## config.mk

```make
export PLATFORM = sky130hd
export DESIGN_NAME = adc3664_spi_master
export DESIGN_NICKNAME = d
export VERILOG_FILES = /design/src/rtl/adc3664_spi_master.sv
export SDC_FILE = /design/constraint.sdc
export NUM_CORES = 1
export LEC_CHECK = 0
export ABC_CLOCK_PERIOD_IN_PS = 5350
export CAP_MARGIN = 10
export CORE_ASPECT_RATIO = 0.9
export CORE_MARGIN = 2
export CORE_UTILIZATION = 56
export CTS_BUF_LIST = sky130_fd_sc_hd__clkbuf_4
export CTS_CLUSTER_SIZE = 30
export DETAILED_ROUTE_END_ITERATION = 7
export GPL_TIMING_DRIVEN = 0
export PLACE_DENSITY = 0.82
export REMOVE_ABC_BUFFERS = 1
export SETUP_SLACK_MARGIN = 0.4
export SLEW_MARGIN = 10
export SYNTH_ARGS = -nofsm -noshare
export SYNTH_HDL_FRONTEND = slang
export SYNTH_SLANG_ARGS = --single-unit
export TNS_END_PERCENT = 100
```

## constraint.sdc

```tcl
create_clock -name CLK -period 5.35 [get_ports CLK]
set_input_delay 1.605 -clock CLK [delete_from_list [all_inputs] [get_ports CLK]]
set_output_delay 1.605 -clock CLK [all_outputs]
set_load 0.05 [all_outputs]
```

## src/rtl/adc3664_spi_master.sv

```systemverilog
// SPI initiator for the ADC3664 3-wire configuration port: one 24-bit frame
// (R/W, 3 reserved, address, data) per request, with SDIO turnaround on reads.
module adc3664_spi_master #(
    parameter int CLK_DIV = 4,
    parameter int ADDR_W  = 12,
    parameter int DATA_W  = 8
) (
    input  logic              CLK,
    input  logic              Reset,
    input  logic              start,
    input  logic              rw,
    input  logic [ADDR_W-1:0] addr,
    input  logic [DATA_W-1:0] wdata,
    output logic              busy,
    output logic              done,
    output logic [DATA_W-1:0] rdata,
    output logic              SCLK,
    output logic              SEN,
    output logic              SDIO_out,
    output logic              SDIO_oe,
    input  logic              SDIO_in
);

    localparam int FRAME_W  = 4 + ADDR_W + DATA_W;
    localparam int SHIFT_HP = 2 * FRAME_W;
    localparam int TURN_HP  = 2 * (FRAME_W - DATA_W);
    localparam int CNT_W    = (CLK_DIV > 1) ? $clog2(CLK_DIV) : 1;
    localparam int HP_W     = $clog2(SHIFT_HP);
    localparam logic [CNT_W-1:0] CNT_LAST = CNT_W'(CLK_DIV - 1);

    if (CLK_DIV < 2) begin : g_bad_clk_div
        $error("adc3664_spi_master: CLK_DIV must be >= 2");
    end

    typedef enum logic [2:0] {
        ST_IDLE,
        ST_SETUP,
        ST_SHIFT,
        ST_HOLD,
        ST_GAP
    } state_t;

    state_t              state_q, state_d;
    logic [CNT_W-1:0]    cnt_q, cnt_d;
    logic [HP_W-1:0]     hp_q, hp_d;
    logic [FRAME_W-1:0]  shift_q, shift_d;
    logic [DATA_W-1:0]   rx_q, rx_d;
    logic                rw_q, rw_d;
    logic [DATA_W-1:0]   rdata_q, rdata_d;
    logic                sclk_q, sclk_d;
    logic                sen_q, sen_d;
    logic                sdio_out_q, sdio_out_d;
    logic                sdio_oe_q, sdio_oe_d;
    logic                busy_q, busy_d;
    logic                done_q, done_d;

    logic                step;
    logic                last_hp;
    logic                end_cycle;
    logic                accept;

    // Outputs are decoded from the next state and registered, so pins never glitch
    // and the registered outputs always match the registered state.
    // NOTE: every variable written here gets a default first, so no path leaves one
    // unassigned and no latch is inferred.
    always_comb begin
        state_d  = state_q;
        cnt_d    = cnt_q;
        hp_d     = hp_q;
        shift_d  = shift_q;
        rx_d     = rx_q;
        rw_d     = rw_q;
        rdata_d  = rdata_q;

        step = (cnt_q == CNT_LAST);
        case (state_q)
            ST_SETUP: last_hp = 1'b1;
            ST_SHIFT: last_hp = (hp_q == HP_W'(SHIFT_HP - 1));
            ST_HOLD:  last_hp = 1'b1;
            ST_GAP:   last_hp = (hp_q == HP_W'(1));
            default:  last_hp = 1'b0;
        endcase
        end_cycle = (state_q == ST_GAP) && step && last_hp;
        accept    = start && ((state_q == ST_IDLE) || end_cycle);

        if (accept) begin
            state_d = ST_SETUP;
            cnt_d   = '0;
            hp_d    = '0;
            rw_d    = rw;
            shift_d = {rw, 3'b000, addr, (rw ? {DATA_W{1'b0}} : wdata)};
            rx_d    = '0;
        end else if (state_q != ST_IDLE) begin
            cnt_d = step ? '0 : cnt_q + 1'b1;
            if (step) begin
                hp_d = last_hp ? '0 : hp_q + 1'b1;
                if (last_hp) begin
                    case (state_q)
                        ST_SETUP: state_d = ST_SHIFT;
                        ST_SHIFT: state_d = ST_HOLD;
                        ST_HOLD:  state_d = ST_GAP;
                        default:  state_d = ST_IDLE;
                    endcase
                end
                if (state_q == ST_SHIFT) begin
                    // Leaving an odd half-period is a falling edge; leaving an even one a rising edge.
                    if (hp_q[0]) begin
                        shift_d = {shift_q[FRAME_W-2:0], 1'b0};
                    end else if (rw_q && (hp_q >= HP_W'(TURN_HP))) begin
                        rx_d = {rx_q[DATA_W-2:0], SDIO_in};
                    end
                end
            end
        end

        sclk_d     = 1'b0;
        sen_d      = 1'b1;
        sdio_out_d = 1'b0;
        sdio_oe_d  = 1'b0;
        busy_d     = 1'b0;
        done_d     = 1'b0;
        case (state_d)
            ST_SETUP: begin
                sen_d      = 1'b0;
                sdio_oe_d  = 1'b1;
                sdio_out_d = shift_d[FRAME_W-1];
                busy_d     = 1'b1;
            end
            ST_SHIFT: begin
                sen_d      = 1'b0;
                sclk_d     = hp_d[0];
                sdio_out_d = shift_d[FRAME_W-1];
                sdio_oe_d  = !(rw_d && (hp_d >= HP_W'(TURN_HP)));
                busy_d     = 1'b1;
            end
            ST_HOLD: begin
                sen_d  = 1'b0;
                busy_d = 1'b1;
            end
            ST_GAP: begin
                done_d = (hp_d == HP_W'(1)) && (cnt_d == CNT_LAST);
                busy_d = !done_d;
            end
            default: ;
        endcase

        if (done_d && rw_d) begin
            rdata_d = rx_d;
        end
    end

    // NOTE: state is updated only with non-blocking assignments so every flop samples
    // the values from before the clock edge, independent of statement order.
    always_ff @(posedge CLK or posedge Reset) begin
        if (Reset) begin
            state_q    <= ST_IDLE;
            cnt_q      <= '0;
            hp_q       <= '0;
            shift_q    <= '0;
            rx_q       <= '0;
            rw_q       <= 1'b0;
            rdata_q    <= '0;
            sclk_q     <= 1'b0;
            sen_q      <= 1'b1;
            sdio_out_q <= 1'b0;
            sdio_oe_q  <= 1'b0;
            busy_q     <= 1'b0;
            done_q     <= 1'b0;
        end else begin
            state_q    <= state_d;
            cnt_q      <= cnt_d;
            hp_q       <= hp_d;
            shift_q    <= shift_d;
            rx_q       <= rx_d;
            rw_q       <= rw_d;
            rdata_q    <= rdata_d;
            sclk_q     <= sclk_d;
            sen_q      <= sen_d;
            sdio_out_q <= sdio_out_d;
            sdio_oe_q  <= sdio_oe_d;
            busy_q     <= busy_d;
            done_q     <= done_d;
        end
    end

    assign busy     = busy_q;
    assign done     = done_q;
    assign rdata    = rdata_q;
    assign SCLK     = sclk_q;
    assign SEN      = sen_q;
    assign SDIO_out = sdio_out_q;
    assign SDIO_oe  = sdio_oe_q;

endmodule

```

# Yosys cells after proc, flatten, opt, wreduce, memory -nomap -nowiden
# Index checks and enable logic that the tools add are counted.
[totals]
register_bits = 58
word_cells = 83
in_bits = 25
out_inout_bits = 14
[classes]
reduce_logical = 20
addsub = 2
muxes = 32
eq_ne = 13
magnitude_cmp = 2
[op_table]
columns = ["operator", "count"]
rows = [
  ["24-bit 2-to-1 mux", 5],
  ["8-bit 2-to-1 mux", 7],
  ["6-bit 2-to-1 mux", 4],
  ["3-bit by 2-bit == test with 1-bit output, second input constant", 4],
  ["6-bit by 1-bit == test with 1-bit output, second input constant", 2],
  ["6-bit greater-or-equal comparator, second input constant", 2],
  ["3-bit 2-to-1 mux", 4],
  ["3-bit one-hot mux with 3 select lines", 1],
  ["2-bit nonzero test", 4],
  ["1-bit logical AND", 7],
  ["6-bit by 1-bit adder with 6-bit output, second input constant", 1],
  ["3-bit by 1-bit == test with 1-bit output, second input constant", 2],
  ["3-bit == test, second input constant", 2],
  ["6-bit == test, second input constant", 1],
  ["2-bit 2-to-1 mux", 3],
  ["1-bit 2-to-1 mux", 5],
  ["2-bit == test, second input constant", 2],
  ["1-bit one-hot mux with 2 select lines", 2],
  ["4-bit AND reduction", 1],
  ["2-bit OR reduction", 2],
  ["3-bit zero test", 1],
  ["1-bit one-hot mux with 3 select lines", 1],
  ["3-bit nonzero test", 1],
  ["3-bit OR reduction", 1],
  ["other kinds (3)", 4],
]

# Logic depth before layout (Yosys ltp)
# Gate-level depths: netlist of the first run.
[depth]
word_depth = 11
mapped_depth = 10
depth_no_buf = 8

# Worst setup path after synthesis of the first run
# OpenSTA, ideal clock, no wires.
[synth_path]
path_type = "input port to flip-flop"
start = "input start"
end = "register rdata_q[0] (netlist: rdata[0])"
arrival_time_ns = 3.605
setup_ns = 0.125
path_slack_ns = 1.620
cell_stages = 8
path_buffers = 1
required_ns = 5.225
path_cell_list = "or3b_4 o21ai_0 o221ai_1 a221oi_1 o2111ai_1 or3b_1 buf_4 mux2_4"
[synth_between]
elab_chain_cells = 6
elab_cells_between_ends = 12
classes_between = "3 x eq/ne; 6 x mux; 3 x reduce/logical"
[synth_rtl]
columns = ["element", "line_no", "rtl"]
rows = [
  ["start: declaration", "10", "input logic start,"],
  ["1-bit logical AND (*)", "84", "accept = start && ((state_q == ST_IDLE) || end_cycle);"],
  ["6-bit 2-to-1 mux or 2-bit 2-to-1 mux (tied branches)", "86", "if (accept) begin"],
  ["6-bit by 1-bit == test with 1-bit output or 2-bit == test (tied branches)", "141", "done_d = (hp_d == HP_W'(1)) && (cnt_d == CNT_LAST);"],
  ["1-bit logical AND", "141", ""],
  ["1-bit 2-to-1 mux", "122", "case (state_d)"],
  ["1-bit logical AND", "147", "if (done_d && rw_d) begin"],
  ["end signal: assignment", "176", "rdata_q <= rdata_d;"],
  ["end: declaration", "49", "logic [DATA_W-1:0] rdata_q, rdata_d;"],
]
# Mark *: on every way between the ends. The rest lies on a longest branch, timed or not.
# A chain may end at the register's enable or synchronous reset.

# Worst setup path after layout of the first run
[layout_path]
start = "input start"
end = "register rdata_q[6] (netlist: rdata[6])"
# Same word-level chain as after synthesis.

==> results of run 1 <==
[worst min-delay path by stage]
stage                        to  cells past startpoint        start  slack [ns]
detailed placement  shift_q[12]                      2  shift_q[12]        0.46
CTS                 shift_q[12]                      2  shift_q[12]        0.49
floorplan           shift_q[19]                      2  shift_q[19]        0.45
global route        shift_q[16]                      2  shift_q[16]        0.52
global placement    shift_q[14]                      2  shift_q[14]        0.46
finish              shift_q[12]                      2  shift_q[12]        0.49
[stage by stage]
stage               std cells  util [%]  hold slack (ns)  instance area [um2]
finish                    371      68.3            0.485                 3260
global route              371      68.3            0.525                 3260
CTS                       371      68.3            0.488                 3260
detailed placement        355      66.0            0.463                 3150
global placement          353      65.4            0.459                 3120
floorplan                 250         -            0.446                 2660
[where the power goes]
part	switching [W]	total, W	internal, W	leakage, nW
registers	0.000139	0.000723	0.000585	0.757
clock network	0.000155	0.000251	0.0000965	0.0596
logic	0.000325	0.000551	0.000226	0.726
[critical path, delay by kind of cell]
family	cells	cell delay [ns]
buffers and inverters	1	0.51
and+or+nand+nor	2	1.06
AOI/OAI and AO/OA	4	0.94
muxes	1	0.38
[cell families after synthesis]
logic type	share of synthesized area, %
AND/OR/NAND/NOR	17.0
flip-flops	52.9
AO/OA/AOI/OAI	14.0
buffers and inverters	5.15
multiplexers	8.25
XOR/XNOR	1.28
adder cells (fa/ha/maj)	1.37
[layer usage]
layer | routed length, um | up-vias | global-route usage [%]
met5 | 0 | - | 0
li1 | - | 1014 | -
met1 | 2360 | 998 | 27.2
met2 | 2600 | 64 | 33.4
met3 | 253 | 8 | 7.88
met4 | 68 | 0 | 7.74
[cells in the final DEF, fill, tap and decap left out, types with 8 or more instances in the layout]
cell type,count
sky130_fd_sc_hd__inv_1,14
sky130_fd_sc_hd__dfrtp_1,57
sky130_fd_sc_hd__a21oi_1,9
sky130_fd_sc_hd__clkdlybuf4s50_1,38
sky130_fd_sc_hd__a22oi_1,13
sky130_fd_sc_hd__mux2_4,9
sky130_fd_sc_hd__nand2_1,42
sky130_fd_sc_hd__o21ai_0,8
sky130_fd_sc_hd__mux2i_1,8
sky130_fd_sc_hd__nor2_1,28
sky130_fd_sc_hd__clkbuf_4,10
[flip-flops by register name (all words and copies together), names as in the netlist]
register	count
rdata	8
SDIO_oe	1
state_q	3
done	1
cnt_q	2
SCLK	1
busy	1
rw_q	1
rx_q	8
SEN	1
shift_q	24
hp_q	6
SDIO_out	1
[layout make-up]
| class | count | area (um2) | area share, % |
|---|---|---|---|
| clock buffers | 10 | 75.1 | 2.30 |
| flip-flops and latches | 58 | 1450 | 44.5 |
| well taps | 65 | 81.3 | 2.49 |
| repair buffers | 40 | 408 | 12.5 |
| inverters | 15 | 56.3 | 1.73 |
| clock inverters | 6 | 33.8 | 1.04 |
| multi-input cells | 177 | 1150 | 35.4 |
==> summary.md, run 1 <==
| Metric | Value |
|---|---|
| Status | complete, no violations |
| Commonest cells in the netlist | sky130_fd_sc_hd__dfrtp_1, sky130_fd_sc_hd__nand2_1, sky130_fd_sc_hd__nor2_1 |
| Number of enable-type register cells in the synthesized netlist | 0 |
| Total of endpoints with negative setup slack in the final report | 0 |
| Number of cells produced by synthesis | 268 |
| Minimum period implied by the final worst setup slack | 4.22 ns |
| Highest ir drop seen on vdd | 0.000196 V |
| Final period util | 78.9% |
| Vias per cell | 5.62 |
| Largest net degree at the start of global routing | 34 |
| Total wire length | 5.28 mm |
| Worst-path maximum fanout | 8 |
| Fillers | 371 |
| Distinct cells, synth | 50 |
| Average size of a mapped cell | 10.2 um2 |
| Kind of end point of the critical path | register |
| Port Buffers | 38 |
| Endpoint of the most critical register-to-register path | rdata[6] |
| Count leader, synth | sky130_fd_sc_hd__dfrtp_1 |
| Hold Fails Final Rpt | 0 |
| Post-Syn Area | 2740 um2 |
| Max-cap violations | 0 |
| Count of pins on the block boundary | 39 |
| Clock slew at reported path FFs | 0.10 ns |
| Cell type with the largest total area after synthesis | sky130_fd_sc_hd__dfrtp_1 |
| Via Count | 2084 |
| Worst relative slew slack | 26.0% |
| Latest clock arrival within the worst-skew pair | 0.39 ns |
| Detail-routed net length per standard cell | 14.2 um |
| Height of the chip | 70.4 um |
| Depth of the most critical reg-to-reg path | 7 |
| Worst path cell trace | clkdlybuf4s50_1, or3b_4, o21ai_0, o221ai_1, a221oi_1, o2111ai_1, or3b_1, mux2_4 |
| Count of cells resized by post-cts repair | 0 |
| Critical setup path kind | primary input to register |
| Hold/Removal Path Class | register to register |
| Floorplan Core Area | 4770 um2 |
| Slew at the pin closest to its max-slew limit | 1.11 ns |
| Vias in the first global route | 2013 |
| Die Width | 77.8 um |
| Effective utilization at floorplan | 57.5% |
| Leakage power summed over all cells | 1.54 nW |
| Count of clock tree sinks | 58 |
| Net total in the final layout | 329 |
| Seq cells post-synth | 58 |
| CTS max path bufs | 2 |
| Critical path capture point | rdata[6] |
| Combined global-route utilization of all metal layers | 21.3% |
| Highest clock frequency the design can meet | 237 MHz |
| Share of cells above drive strength 1 | 11.1% |
| Total power per unit cell area | 468 nW/um2 |
| Final antenna-violating net count | 0 |
| Clock root buffer master | sky130_fd_sc_hd__clkbuf_4 |
| Final TNS setup | 0 ns |
| Slowest cell on crit path | sky130_fd_sc_hd__or3b_1 |
| Clock tree from TritonCTS | yes |
| First-pass iteration count of the detailed router | 5 |
| Final clock skew | 0.0142 ns |
| Source of the worst register-to-register timing path | state_q[2] |
| Most frequently used flop master after synthesis | sky130_fd_sc_hd__dfrtp_1 |
| Number of slew-limit violations in the final report | 0 |
| Placed wire-length estimate | 3.72 mm |
| Sequential cell area fraction in the yosys report | 52.9% |
| Arrival time reported for the critical path endpoint | 4.50 ns |
| Layout overhead on the synthesized area | 18.9% |
| Main area contributors after synthesis | sky130_fd_sc_hd__dfrtp_1, sky130_fd_sc_hd__nand2_1, sky130_fd_sc_hd__mux2_4 |
| Max incr delay on CP | 0.63 ns |
| Startpoint Class | primary input |
| Hold_buf cts | 0 |
| Diode insertion count for antenna repair | 0 |
| Setup slack of the critical path after layout | 1.13 ns |
| Setup slack on the worst flop-to-flop path | 1.40 ns |
| Initial drt markers | 198 |
| Placer Congestion | 0.845 |
| Post-CTS setup buffer count | 0 |
| Syn. warnings | 0 |
| Unrepaired setup endpoints after global routing | no |
| Data required time at the worst endpoint | 5.62 ns |
| # rows | 24 |
| Area share of the leading cell type in the synthesized netlist | 52.0% |
| DRC errors left | 0 |
| Overall power after layout | 0.00153 W |
| Total die area | 5480 um2 |
| Post-Place Worst Slack | 0.731 ns |
| Timing startpoint of the critical path | start |
| Number of antenna violations at the first check in global routing | 0 |
| Global-route wire length before repair | 9.03 mm |
| H-tree depth | 3 |
| Synth async-reset ratio | 100% |
| Overflow left after global routing | 0 |
| CTS Buf Count | 9 |
No activity file was read; power rests on OpenSTA's default activity.
==> run 2, diff against run 1 <==
--- a/config.mk
+++ b/config.mk
@@ -5,7 +5,7 @@
 export SDC_FILE = /design/constraint.sdc
 export NUM_CORES = 1
 export LEC_CHECK = 0
-export ABC_CLOCK_PERIOD_IN_PS = 5350
+export ABC_CLOCK_PERIOD_IN_PS = 4120
 export CAP_MARGIN = 10
 export CORE_ASPECT_RATIO = 0.9
 export CORE_MARGIN = 2
==> constraint.sdc (replaced) <==
create_clock -name CLK -period 4.12 [get_ports CLK]
set_input_delay 1.236 -clock CLK [delete_from_list [all_inputs] [get_ports CLK]]
set_output_delay 1.236 -clock CLK [all_outputs]
set_load 0.05 [all_outputs]
==> run 2 against run 1 <==
  * Count of clock-buffer cells in the layout unchanged
  * First-iteration DRC count shrank 19%
  * Setup slack worse by 0.63 ns
  * Cell count grew 0.27%
  * Critical endpoint unchanged
  * Largest cell class unchanged
==> summary.md, run 2 (synthesis gave the netlist of run 1 again) <==
| Metric | Value |
|---|---|
| Max-cap violations | 0 |
| Die Width | 77.8 um |
| Max reg flops | 24 |
| Category of cells accounting for the largest share of critical-path delay | simple AND/OR/NAND/NOR gates |
| Combined global-route utilization of all metal layers | 22.2% |
| Height of the chip | 70.4 um |
| Placer Congestion | 0.845 |
| Commonest cells after routing, fill and taps aside | sky130_fd_sc_hd__dfrtp_1, sky130_fd_sc_hd__nand2_1, sky130_fd_sc_hd__clkdlybuf4s50_1, sky130_fd_sc_hd__nor2_1, sky130_fd_sc_hd__inv_1 |
| Critical setup path kind | primary input to register |
| CTS Buf Count | 9 |
| Final TNS setup | 0 ns |
| Max incr delay on CP | 0.55 ns |
| Share of cells above drive strength 1 | 12.4% |
| H-tree depth | 3 |
| Worst relative slew slack | 24.9% |
| Leakage power summed over all cells | 1.54 nW |
| Count of clock tree sinks | 58 |
| Placement Cell Area | 3150 um2 |
| Final antenna-violating net count | 0 |
| Largest net degree at the start of global routing | 31 |
| Initial drt markers | 161 |
| Placed wire-length estimate | 3.72 mm |
| CTS max path bufs | 2 |
| Vias per cell | 5.61 |
| Register with the most flip-flops | shift_q |
| Hold Fails Final Rpt | 0 |
| Latest clock arrival within the worst-skew pair | 0.39 ns |
| Part of the total power dissipated in the clock network | 16.4% |
| Total die area | 5480 um2 |
| Count of buffer and inverter cells on the critical path | 1 |
| Number of slew-limit violations in the final report | 0 |
| Clock slew at reported path FFs | 0.10 ns |
| Worst-path maximum fanout | 8 |
| Total of endpoints with negative setup slack in the final report | 0 |
| Unrepaired setup endpoints after global routing | no |
| Number of antenna violations at the first check in global routing | 0 |
| Most frequent standard cell in the layout excluding fill and tap cells | sky130_fd_sc_hd__dfrtp_1 |
| Worst-case hold slack | 0.484 ns |
| Hold_buf cts | 0 |
| Global-route wire length before repair | 9.29 mm |
| Arrival time reported for the critical path endpoint | 3.91 ns |
| Effective utilization at floorplan | 57.5% |
| Layout overhead on the synthesized area | 19.5% |
| Finished layout cell area | 3280 um2 |
| Vias in the first global route | 2042 |
| Diode insertion count for antenna repair | 0 |
| Clock root buffer master | sky130_fd_sc_hd__clkbuf_4 |
| Status | complete, no violations |
| Final clock skew | 0.0105 ns |
| Part of the total power dissipated in combinational logic | 36.3% |
| Total wire length | 5.48 mm |
| Minimum period implied by the final worst setup slack | 3.63 ns |
| Seq pwr share | 47.3% |
| Final non-filler cell total | 372 |
| Final Core Density | 68.7% |
| Via Count | 2086 |
| Hold/Removal Path Class | register to register |
| Net total in the final layout | 330 |
| Highest ir drop seen on vdd | 0.000257 V |
| Slowest cell on crit path | sky130_fd_sc_hd__or3b_4 |
| Number of cells after detailed placement | 355 |
| Kind of end point of the critical path | register |
| Slew at the pin closest to its max-slew limit | 1.12 ns |
| Detail-routed net length per standard cell | 14.7 um |
| Cell Int Power | 0.00118 W |
| Cell repeated most along the worst path | sky130_fd_sc_hd__or3b_4 |
| First-pass iteration count of the detailed router | 5 |
| # rows | 24 |
| Count of pins on the block boundary | 39 |
| Startpoint Class | primary input |
| Data required time at the worst endpoint | 4.40 ns |
| Total power per unit cell area | 609 nW/um2 |
| Final period util | 88.0% |
| Port Buffers | 38 |
| Sw frac | 40.9% |
| Floorplan Core Area | 4770 um2 |
| Overflow left after global routing | 0 |
| Net Switching | 0.000817 W |
| Highest clock frequency the design can meet | 276 MHz |
| Worst path cell trace | clkdlybuf4s50_1, or3b_4, o21ai_2, o221ai_1, a221oi_1, o2111ai_1, or3b_4, mux2_4 |
| Clock tree from TritonCTS | yes |
| DRC errors left | 0 |
[run 2: changes by cell type in the layout (fill, tap and decap cells not counted), sizes merged]
cell / previous run / this run
a21oi: 10 / 11
[run 2: power by group through the flow]
stage	Clock (W)	Combinational, W	Sequential (W)
2_1_floorplan	0	0.000436	0.000994
3_3_place_gp	0	0.000691	0.000935
3_5_place_dp	0	0.000720	0.000946
4_1_cts	0.000340	0.000729	0.000939
5_1_grt	0.000372	0.000807	0.000968
6_report	0.000327	0.000725	0.000945
[run 2: per-layer routing]
| layer | track usage, % | wire length (um) |
|---|---|---|
| met1 | 28.2 | 2480 |
| met2 | 34.9 | 2690 |
| met3 | 7.88 | 235 |
| met4 | 8.33 | 74 |
| met5 | 0 | 0 |
[run 2: layout make-up]
cell class | count | area (um2)
clock buffers | 10 | 75.1
clock inverters | 6 | 33.8
fillers | 367 | 1500
inverters | 15 | 56.3
multi-input cells | 178 | 1170
flip-flops and latches | 58 | 1450
well taps | 65 | 81.3
repair buffers | 40 | 408
[run 2: path summary, 6_finish.rpt]
path,start,slack [ns],endpoint,cells after the start
worst max-delay path,start,0.49,rdata[6],8
worst min-delay path,shift_q[12],0.48,shift_q[12],2
worst max register to register,state_q[2],0.71,rdata[6],7
worst min register to register,shift_q[12],0.48,shift_q[12],2
max in group asynchronous,Reset,2.24,SEN,3
min in group asynchronous,Reset,1.24,rdata[4],2
[run 2: metrics by stage]
step | setup slack (ns) | power (W)
after floorplan | 0.686 | 0.00143
after global placement | -0.132 | 0.00163
after detailed placement | -0.130 | 0.00167
after CTS | 0.424 | 0.00201
after global routing | 0.419 | 0.00215
final | 0.493 | 0.00200
[run 2: repair_timing]
item                       CTS  global route
setup buffers                0             0
gates cloned                 1             0
pin swaps                    1             1
setup endpoints to repair    8            13
gates resized for setup      1             3
[run 2: tightest hold or removal path: cells and delay by family (launching register included)]
kind	cells	cell delay [ns]
flip-flops	1	0.35
AND/OR/NAND/NOR	2	0.11
==> run 3, diff against run 2 <==
--- a/config.mk
+++ b/config.mk
@@ -15,7 +15,6 @@
 export DETAILED_ROUTE_END_ITERATION = 7
 export GPL_TIMING_DRIVEN = 0
 export PLACE_DENSITY = 0.82
-export REMOVE_ABC_BUFFERS = 1
 export SETUP_SLACK_MARGIN = 0.4
 export SLEW_MARGIN = 10
 export SYNTH_ARGS = -nofsm -noshare
==> run 3 against run 2 <==
  * Non-clock buffer count grew 17
  * Clock power rose by 37%
  * Maximum frequency up 0.18%
  * Die area unchanged
  * Core utilization increased by 2.3 points
  * Highest routed layer unchanged
==> summary.md, run 3 (synthesis gave the netlist of run 1 again) <==
| Metric | Value |
|---|---|
| Status | complete, no violations |
| Die Width | 77.8 um |
| Endpoint of the most critical register-to-register path | rdata[4] |
| Latest clock arrival within the worst-skew pair | 0.41 ns |
| Vias per cell | 5.61 |
| Layout overhead on the synthesized area | 23.4% |
| Global Route met1 Usage | 32.4% |
| CTS Buf Count | 9 |
| Total power per unit cell area | 635 nW/um2 |
| Detail-routed net length per standard cell | 14.5 um |
| Busiest layer in global routing | met2 |
| Overflow left after global routing | 0 |
| Highest ir drop seen on vdd | 0.000340 V |
| Count of clock tree sinks | 58 |
| Vias in the first global route | 2076 |
| Final clock skew | 0.0172 ns |
| Worst hold path cell count | 2 |
| Final antenna-violating net count | 0 |
| Worst-path maximum fanout | 8 |
| Count of cells resized by post-cts repair | 1 |
| Largest net degree at the start of global routing | 36 |
| Worst hold path startpoint | shift_q[16] |
| DRC errors left | 0 |
| Diode insertion count for antenna repair | 0 |
| Startpoint Class | primary input |
| Clock root buffer master | sky130_fd_sc_hd__clkbuf_4 |
| Register with the most flip-flops | shift_q |
| Worst relative slew slack | 50.2% |
| Combined global-route utilization of all metal layers | 23.5% |
| Global-route wire length before repair | 9.89 mm |
| Global Route met3 Usage | 9.56% |
| Final TNS setup | 0 ns |
| Max reg flops | 24 |
| # rows | 24 |
| Post-CTS setup buffer count | 0 |
| Placer Congestion | 0.884 |
| Setup slack of the critical path after layout | 0.500 ns |
| Setup slack on the worst flop-to-flop path | 1.02 ns |
| GRT met2 Usage | 33.8% |
| Post-Place Worst Slack | -0.0899 ns |
| Height of the chip | 70.4 um |
| First-pass iteration count of the detailed router | 5 |
| Source of the worst register-to-register timing path | cnt_q[0] |
| Number of antenna violations at the first check in global routing | 0 |
| Total die area | 5480 um2 |
| Unrepaired setup endpoints after global routing | no |
| Clock tree from TritonCTS | yes |
| Worst-case hold slack | 0.489 ns |
| Minimum period implied by the final worst setup slack | 3.62 ns |
| Placement Cell Area | 3230 um2 |
| Arrival time reported for the critical path endpoint | 3.91 ns |
| Total of endpoints with negative setup slack in the final report | 0 |
| Total wire length | 5.63 mm |
| Net total in the final layout | 346 |
| Count of pins on the block boundary | 39 |
| Hold Fails Final Rpt | 0 |
| Final period util | 87.9% |
| Hold_buf cts | 0 |
| Critical setup path kind | primary input to register |
| Floorplan Core Area | 4770 um2 |
| Slew at the pin closest to its max-slew limit | 0.742 ns |
| Initial drt markers | 201 |
| Data required time at the worst endpoint | 4.41 ns |
| Hold/Removal Path Class | register to register |
| Effective utilization at floorplan | 57.5% |
| Clock slew at reported path FFs | 0.10 ns |
| Share of cells above drive strength 1 | 11.5% |
| Net count after synthesis | 296 |
| Commonest cells after routing, fill and taps aside | sky130_fd_sc_hd__dfrtp_1, sky130_fd_sc_hd__nand2_1, sky130_fd_sc_hd__clkdlybuf4s50_1, sky130_fd_sc_hd__nor2_1, sky130_fd_sc_hd__inv_1 |
| H-tree depth | 3 |
| Placed wire-length estimate | 3.96 mm |
| Depth of the most critical reg-to-reg path | 10 |
| Endpoint with the worst hold slack | shift_q[16] |
| Kind of end point of the critical path | register |
| Leakage power summed over all cells | 1.59 nW |
| CTS max path bufs | 2 |
| Finished layout cell area | 3390 um2 |
| Most frequent standard cell in the layout excluding fill and tap cells | sky130_fd_sc_hd__dfrtp_1 |
| Via Count | 2173 |
| Number of slew-limit violations in the final report | 0 |
| Highest clock frequency the design can meet | 276 MHz |
| Port Buffers | 38 |
| Max-cap violations | 0 |
==> run 3: layout make-up <==
| cell class | count | area (um2) |
|---|---|---|
| Sequential cell | 58 | 1450 |
| Tap cell | 65 | 81.3 |
| Clock buffer | 9 | 67.6 |
| Fill cell | 357 | 1390 |
| Multi-Input combinational cell | 177 | 1160 |
| Timing Repair Buffer | 39 | 400 |
| Inverter | 15 | 56.3 |
| Buffer | 18 | 85.1 |
| Clock inverter | 6 | 82.6 |
==> run 3: worst max-delay path, cell delays in order <==
cell and delay, ns:
sky130_fd_sc_hd__clkdlybuf4s50_1 0.51, sky130_fd_sc_hd__or3b_4 0.45, sky130_fd_sc_hd__o21ai_2 0.19, sky130_fd_sc_hd__o221ai_1 0.15, sky130_fd_sc_hd__a221oi_2 0.26, sky130_fd_sc_hd__o2111ai_1 0.20
sky130_fd_sc_hd__or3b_1 0.40, sky130_fd_sc_hd__buf_4 0.20, sky130_fd_sc_hd__mux2_4 0.31
==> run 3: per-layer routing <==
layer,up-vias,part of all wire [%]
li1,1045,-
met1,1057,47
met2,58,46
met3,13,5.0
met4,0,2.0
met5,-,0
==> run 3: stage by stage <==
step | utilization, % | total power, W | instances
2_1_floorplan | - | 0.00146 | 268
4_1_cts | 70.7 | 0.00215 | 387
5_1_grt | 70.9 | 0.00230 | 387
3_3_place_gp | 67.1 | 0.00167 | 371
3_5_place_dp | 67.6 | 0.00170 | 372
6_report | 70.9 | 0.00215 | 387
==> run 3: worst max-delay path by stage <==
stage | from | end | slack (ns) | depth (start not counted)
2_1_floorplan | start | rdata[0] | 0.76 | 8
3_3_place_gp | start | rdata[0] | -0.06 | 9
3_5_place_dp | start | rdata[1] | -0.09 | 9
4_1_cts | start | rdata[4] | 0.41 | 9
5_1_grt | start | rdata[4] | 0.46 | 9
6_report | start | rdata[4] | 0.50 | 9
==> run 3: power breakdown <==
group	internal, W	switching [W]
Combinational	0.000322	0.000514
Sequential	0.000760	0.000108
Clock	0.000239	0.000208
